<file path="src/rtl/pe_uno_seq.sv">
// Sequencer for one column of unary-mode PEs: accepts (mode, len) commands, streams x operands,
// drives per-stage coefficients from a programmable table and returns one result per operand.
module pe_uno_seq #(
  parameter int N_PE   = 4,
  parameter int MUL_BW = 16,
  parameter int ACC_BW = 32,
  parameter int LEN_BW = 8,
  localparam int IDX_BW = $clog2(N_PE + 1)
) (
  input  logic                   clk,
  input  logic                   rst_n,
  input  logic                   cmd_valid,
  output logic                   cmd_ready,
  input  logic [1:0]             cmd_mode,
  input  logic [LEN_BW-1:0]      cmd_len,
  output logic                   cmd_err,
  input  logic                   in_valid,
  output logic                   in_ready,
  input  logic [MUL_BW-1:0]      in_x,
  input  logic                   cfg_we,
  input  logic [1:0]             cfg_mode,
  input  logic [IDX_BW-1:0]      cfg_idx,
  input  logic [MUL_BW-1:0]      cfg_data,
  output logic                   cfg_err,
  output logic [1:0]             pe_mode,
  output logic [ACC_BW-1:0]      pe_mac,
  output logic [MUL_BW-1:0]      pe_var,
  output logic [N_PE*MUL_BW-1:0] pe_wc,
  input  logic [ACC_BW-1:0]      pe_o,
  output logic                   res_valid,
  output logic [ACC_BW-1:0]      res_data,
  output logic                   busy,
  output logic                   done
);

  typedef enum logic [2:0] {
    S_IDLE,
    S_LOAD,
    S_STREAM,
    S_DRAIN,
    S_DONE
  } state_e;

  localparam logic [IDX_BW-1:0] IDX_MAX = IDX_BW'(N_PE);

  state_e            state_q, state_d;
  logic [1:0]        mode_q, mode_d;
  logic [LEN_BW-1:0] rem_q, rem_d;
  logic [N_PE:0]     vld_q;
  logic              cmd_err_q, cfg_err_q;
  logic [MUL_BW-1:0] tbl_q [4][N_PE+1];

  logic cmd_hs, cmd_legal, in_hs, cfg_ok;
  logic drive_mode, drive_coef;
  logic [ACC_BW-1:0] mac_ext;

  assign cmd_hs    = cmd_valid & cmd_ready;
  assign cmd_legal = (cmd_mode != 2'b00) && (cmd_len != '0);
  assign in_hs     = in_valid & in_ready;
  // A write that lands on the same cycle as a command handshake is refused so the command sees the old table.
  assign cfg_ok    = cfg_we && (state_q == S_IDLE) && (cfg_mode != 2'b00) &&
                     (cfg_idx <= IDX_MAX) && !cmd_hs;

  always_comb begin
    state_d   = state_q;
    mode_d    = mode_q;
    rem_d     = rem_q;
    cmd_ready = 1'b0;
    in_ready  = 1'b0;
    unique case (state_q)
      S_IDLE: begin
        cmd_ready = 1'b1;
        if (cmd_valid && cmd_legal) begin
          state_d = S_LOAD;
          mode_d  = cmd_mode;
          rem_d   = cmd_len;
        end
      end
      S_LOAD: state_d = S_STREAM;
      S_STREAM: begin
        in_ready = 1'b1;
        if (in_valid) begin
          rem_d = rem_q - LEN_BW'(1);
          if (rem_q == LEN_BW'(1)) state_d = S_DRAIN;
        end
      end
      // Leave one cycle early: the entry in the top slot is the last result and retires this cycle.
      S_DRAIN: if (vld_q[N_PE-1:0] == '0) state_d = S_DONE;
      S_DONE:  state_d = S_IDLE;
      default: state_d = S_IDLE;
    endcase
  end

  always_ff @(posedge clk or negedge rst_n) begin
    if (!rst_n) begin
      state_q   <= S_IDLE;
      mode_q    <= '0;
      rem_q     <= '0;
      vld_q     <= '0;
      cmd_err_q <= 1'b0;
      cfg_err_q <= 1'b0;
    end else begin
      state_q   <= state_d;
      mode_q    <= mode_d;
      rem_q     <= rem_d;
      vld_q     <= {vld_q[N_PE-1:0], in_hs};
      cmd_err_q <= cmd_hs & ~cmd_legal;
      cfg_err_q <= cfg_we & ~cfg_ok;
    end
  end

  always_ff @(posedge clk or negedge rst_n) begin
    if (!rst_n) begin
      tbl_q <= '{default: '0};
    end else if (cfg_ok) begin
      tbl_q[cfg_mode][cfg_idx] <= cfg_data;
    end
  end

  assign drive_mode = (state_q == S_LOAD) || (state_q == S_STREAM) || (state_q == S_DRAIN);
  assign drive_coef = drive_mode || (state_q == S_DONE);

  assign pe_mode = drive_mode ? mode_q : 2'b00;
  assign mac_ext = ACC_BW'($signed(tbl_q[mode_q][N_PE]));
  assign pe_mac  = drive_coef ? (mac_ext << MUL_BW) : '0;
  assign pe_var  = in_hs ? in_x : '0;

  // Stage k consumes the coefficients in descending order, starting just below the mac seed.
  for (genvar g = 0; g < N_PE; g++) begin : g_wc
    assign pe_wc[g*MUL_BW +: MUL_BW] = drive_coef ? tbl_q[mode_q][N_PE-1-g] : '0;
  end

  assign res_valid = vld_q[N_PE];
  assign res_data  = res_valid ? pe_o : '0;
  assign busy      = (state_q != S_IDLE);
  assign done      = (state_q == S_DONE);
  assign cmd_err   = cmd_err_q;
  assign cfg_err   = cfg_err_q;

endmodule

</file>
<file path="config.mk">
export PLATFORM = sky130hd
export DESIGN_NAME = pe_uno_seq
export DESIGN_NICKNAME = d
export VERILOG_FILES = /design/src/rtl/pe_uno_seq.sv
export SDC_FILE = /design/constraint.sdc
export NUM_CORES = 1
export LEC_CHECK = 0
export ABC_CLOCK_PERIOD_IN_PS = 2800
export CAP_MARGIN = 20
export CORE_MARGIN = 3
export CORE_UTILIZATION = 45
export DETAILED_ROUTE_END_ITERATION = 6
export GPL_TIMING_DRIVEN = 0
export PLACE_DENSITY = 0.68
export SLEW_MARGIN = 20
export SYNTH_ARGS = -nofsm -noshare
export SYNTH_HDL_FRONTEND = slang
export SYNTH_SLANG_ARGS = --single-unit
</file>
<file path="constraint.sdc">
create_clock -name clk -period 2.8 [get_ports clk]
set_input_delay 0.56 -clock clk [delete_from_list [all_inputs] [get_ports clk]]
set_output_delay 0.56 -clock clk [all_outputs]
set_load 0.005 [all_outputs]
</file>
==> flow_metrics.env <==
export IMPL_outcome="finished with violations"
export IMPL_violations="negative setup slack"
export IMPL_netlist_area_um2=15470
export IMPL_antenna_cells=0
export IMPL_synth_warning_count=0
export IMPL_wl_mm=41.00
export IMPL_cts_tree="built"
export IMPL_hpwlAfterDp_mm=27.24
export IMPL_drc=0
export IMPL_p_sw_w=0.003741
export IMPL_cap_violations=0
export IMPL_layout_drive_gt1_share=0.4481
export IMPL_grt_max_degree=101
export IMPL_overflow=0
export IMPL_cp_slowest_stage_delay_ps=440
export IMPL_ys_flop_type="dfrtp_1"
export IMPL_finClkSkew_ps=12.42
export IMPL_yosysSeqAreaShare=0.5499
export IMPL_die_area_um2=36650
export IMPL_reg2reg_to="tbl_q[39]"
export IMPL_async_flop_share=1.000
export IMPL_worstMarginPinSlew_ps=762.5
export IMPL_relSlewSlack=0.4870
export IMPL_gp_congestion=0.8013
export IMPL_min_delay_start="vld_q[1]"
export IMPL_hp_class="flip-flop to flip-flop"
export IMPL_start_kind="flip-flop"
export IMPL_powerDensity_nw_per_um2=669.4
export IMPL_finalCritPeriodShare=1.040
export IMPL_cts_buffers=38
export IMPL_synth_area_leaders="dfrtp_1, mux2_2, mux4_2, and3_1, clkbuf_1"
export IMPL_rsz0062_at_grt="yes"
export IMPL_cts_buffer_depth=3
export IMPL_stdcell_count=1903
export IMPL_path_buf_inv=6
export IMPL_crit_arrival_ps=2350
export IMPL_critPathKind="flip-flop to output pin"
export IMPL_dp_cells=1764
export IMPL_cp_top_family="buffers and inverters"
export IMPL_endpoint_kind="output pin"
export IMPL_ff2ff_setup_slack_ps=110
export IMPL_vdd_drop_max_uv=467.3
export IMPL_clk_pin_slew_worst_paths_ps=60
export IMPL_coreArea_um2=33700
export IMPL_cts_sinks=340
export IMPL_synth_largest_area_cell="dfrtp_1"
export IMPL_max_freq_mhz=343.5
export IMPL_fp_row_count=67
export IMPL_synth_seq_cells=340
export IMPL_firstDrtPassIters=4
export IMPL_port_buffers=219
export IMPL_pwr_share_comb=0.253
export IMPL_seqPwrFrac=0.369
export IMPL_clockRootBuffer="clkbuf_16"
export IMPL_grt_pass1_vias=10520
export IMPL_first_iter_violations=474
export IMPL_crit_chain="buf_12 > buf_6 > buf_8 > buf_12 > buf_4 > mux4_2 > and3_4 > clkbuf_2"
export IMPL_path_max_fanout=7
export IMPL_worst_slack_ps=-111.4
export IMPL_synth_cell_types=54
export IMPL_p_leak_nw=10.72
export IMPL_setup_viol=17
export IMPL_whs_ps=373.6
export IMPL_rr_worst_depth=6
export IMPL_die_x_um=191.4
export IMPL_clkLatencyLatePin_ps=510
export IMPL_hold_viol=0
export IMPL_synthCells=1079
export IMPL_antenna_found_initial=0
export IMPL_initial_utilization=0.4592
export IMPL_grt_pass1_wl_mm=60.85
export IMPL_final_nets=1515
export IMPL_via_count=10220
export IMPL_period_needed_ps=2911
export IMPL_synth_edf_count=0
export IMPL_ant_nets=0
export IMPL_wire_per_inst_um=21.54
export IMPL_p_int_w=0.01028
export IMPL_pre_cts_slack_ps=-781.8
export IMPL_maxSlewViolCount=0
export IMPL_holdPathStages=0
export IMPL_setup_tns_ps=-812.7
export IMPL_ctsHtreeMaxLevel=2
export IMPL_holdPathEnd="vld_q[2]"
export IMPL_viasPerCell=5.370
export IMPL_cp_required_ps=2240
export IMPL_clkPwrFrac=0.378
export IMPL_die_height_um=191.4
export IMPL_worst_path_most_repeated_cell="buf_12"
export IMPL_slowest_stage="dfrtp_2"
export IMPL_boundaryPins=237
export IMPL_rr_startpoint="state_q[2]"
export IMPL_postSynthAreaPerCell_um2=14.34
export IMPL_grt_use_total=0.2149
export IMPL_synthToLayoutAreaGrowth_pct=35.38
export IMPL_p_sw_frac=0.2668
export IMPL_synth_top_cell_area_share=0.5499
==> worst reg2reg max path: cells and delay by family (launching register included) <==
kind          cells  cell delay, ps
simple gates      2            1080
mux               1             380
buf+inv           3             730
flops             1             390
==> what timing repair did <==
item                                    in CTS  in global routing
endpoints found under the hold margin       45                  0
hold buffers                                 1                  0
setup buffers                               18                 49
endpoints found under the setup margin     104                151
resized for setup                          183                243
cloned                                       0                  8
pin swaps                                    3                 35
==> cell usage after synthesis, types with 4 or more instances <==
library cell	n
mux2_4	20
mux2_2	212
nor3_1	4
nor4_1	5
nor4_4	5
and2_1	33
inv_1	6
buf_1	8
buf_6	4
nand2_1	10
a21oi_1	5
and3_1	98
buf_2	10
dfrtp_1	340
mux2_1	11
clkbuf_1	140
mux4_2	80
nor2_1	14
buf_4	18
==> layout make-up <==
| type | count | area (um^2) |
|---|---|---|
| buffer | 177 | 1075 |
| multi-input combinational | 567 | 6519 |
| timing repair buffer | 298 | 2919 |
| clock buffer | 51 | 1091 |
| sequential | 340 | 8511 |
| tap | 448 | 560.5 |
| inverter | 7 | 31.28 |
| clock inverter | 15 | 242.7 |
| fill | 2546 | 12750 |
==> metal layers <==
metal / track usage / up-vias / routed length (um)
met5: 0 / - / 0
met4: 0.05363 / 0 / 763
met3: 0.03228 / 55 / 1975
met2: 0.3495 / 295 / 19970
met1: 0.3060 / 5339 / 18290
li1: - / 4530 / -
==> state kept, by name, indices dropped and copies added, names as in the netlist <==
signal,cells
rem_q,8
state_q,3
mode_q,2
vld_q,5
cmd_err,1
tbl_q,320
cfg_err,1
==> cell usage in the layout (no fill, tap or decap), drive strengths merged, types with 2 or more instances in the layout <==
cell and instances:
a21oi 5, bufinv 6, o221ai 3, or2 2
and2 33, nand3 3, ha 2, clkdlybuf4s50 120
nor3b 2, o21ai 4, inv 7, conb 16
o2bb2ai 2, nor3 7, nor2 15, o311ai 2
dlymetal6s2s 36, a31oi 3, dfrtp 340, and3 98
o22a 2, mux4 80, nand3b 2, buf 121
clkbuf 238, a2bb2oi 2, nand4b 3, nand2 10
clkinv 8, or4 4, dlygate4sd2 8, mux2 243
nor4 10, clkdlybuf4s15 2
==> logic make-up (layout without fill, tap and decap cells) <==
logic type                 Yosys count  after routing  share of synthesized area
other                                1             16                  0.0002423
and+or+nand+nor                    197            197                    0.08353
adders and majority gates            2              2                   0.001617
DFF                                340            340                     0.5499
muxes                              323            323                     0.2981
buffers and inverters              187            548                    0.05248
AOI/OAI and AO/OA                   29             29                    0.01415
==> worst max path at each step <==
stage	slack [ps]	startpoint	endpoint	cells past startpoint
detailed placement	-780	mode_q[0]	pe_wc[3]	5
global placement	-13590	rst_n	tbl_q[146]	1
floorplan	300	cfg_idx[0]	tbl_q[149]	7
CTS	-230	mode_q[0]	pe_mac[25]	5
global route	-170	mode_q[0]	pe_wc[19]	8
finish	-110	mode_q[0]	pe_wc[19]	8
==> per-stage QoR <==
stage          total power [W]    util  cell area [um^2]
6_report               0.01402  0.6216             20950
5_1_grt                0.01454  0.6216             20950
4_1_cts                0.01328  0.5969             20120
3_5_place_dp          0.007668  0.5451             18370
3_3_place_gp          0.007627  0.5425             18280
2_1_floorplan         0.006533       -             15530
==> power groups by stage <==
stage	Sequential (W)	Combinational, W	Clock, W
after detailed placement	0.00522	0.00244	0
after global routing	0.00519	0.00377	0.00558
after floorplan	0.00520	0.00133	0
after global placement	0.00523	0.00240	0
after CTS	0.00517	0.00273	0.00538
final	0.00517	0.00355	0.00530
(Power assumes the default switching activity.)
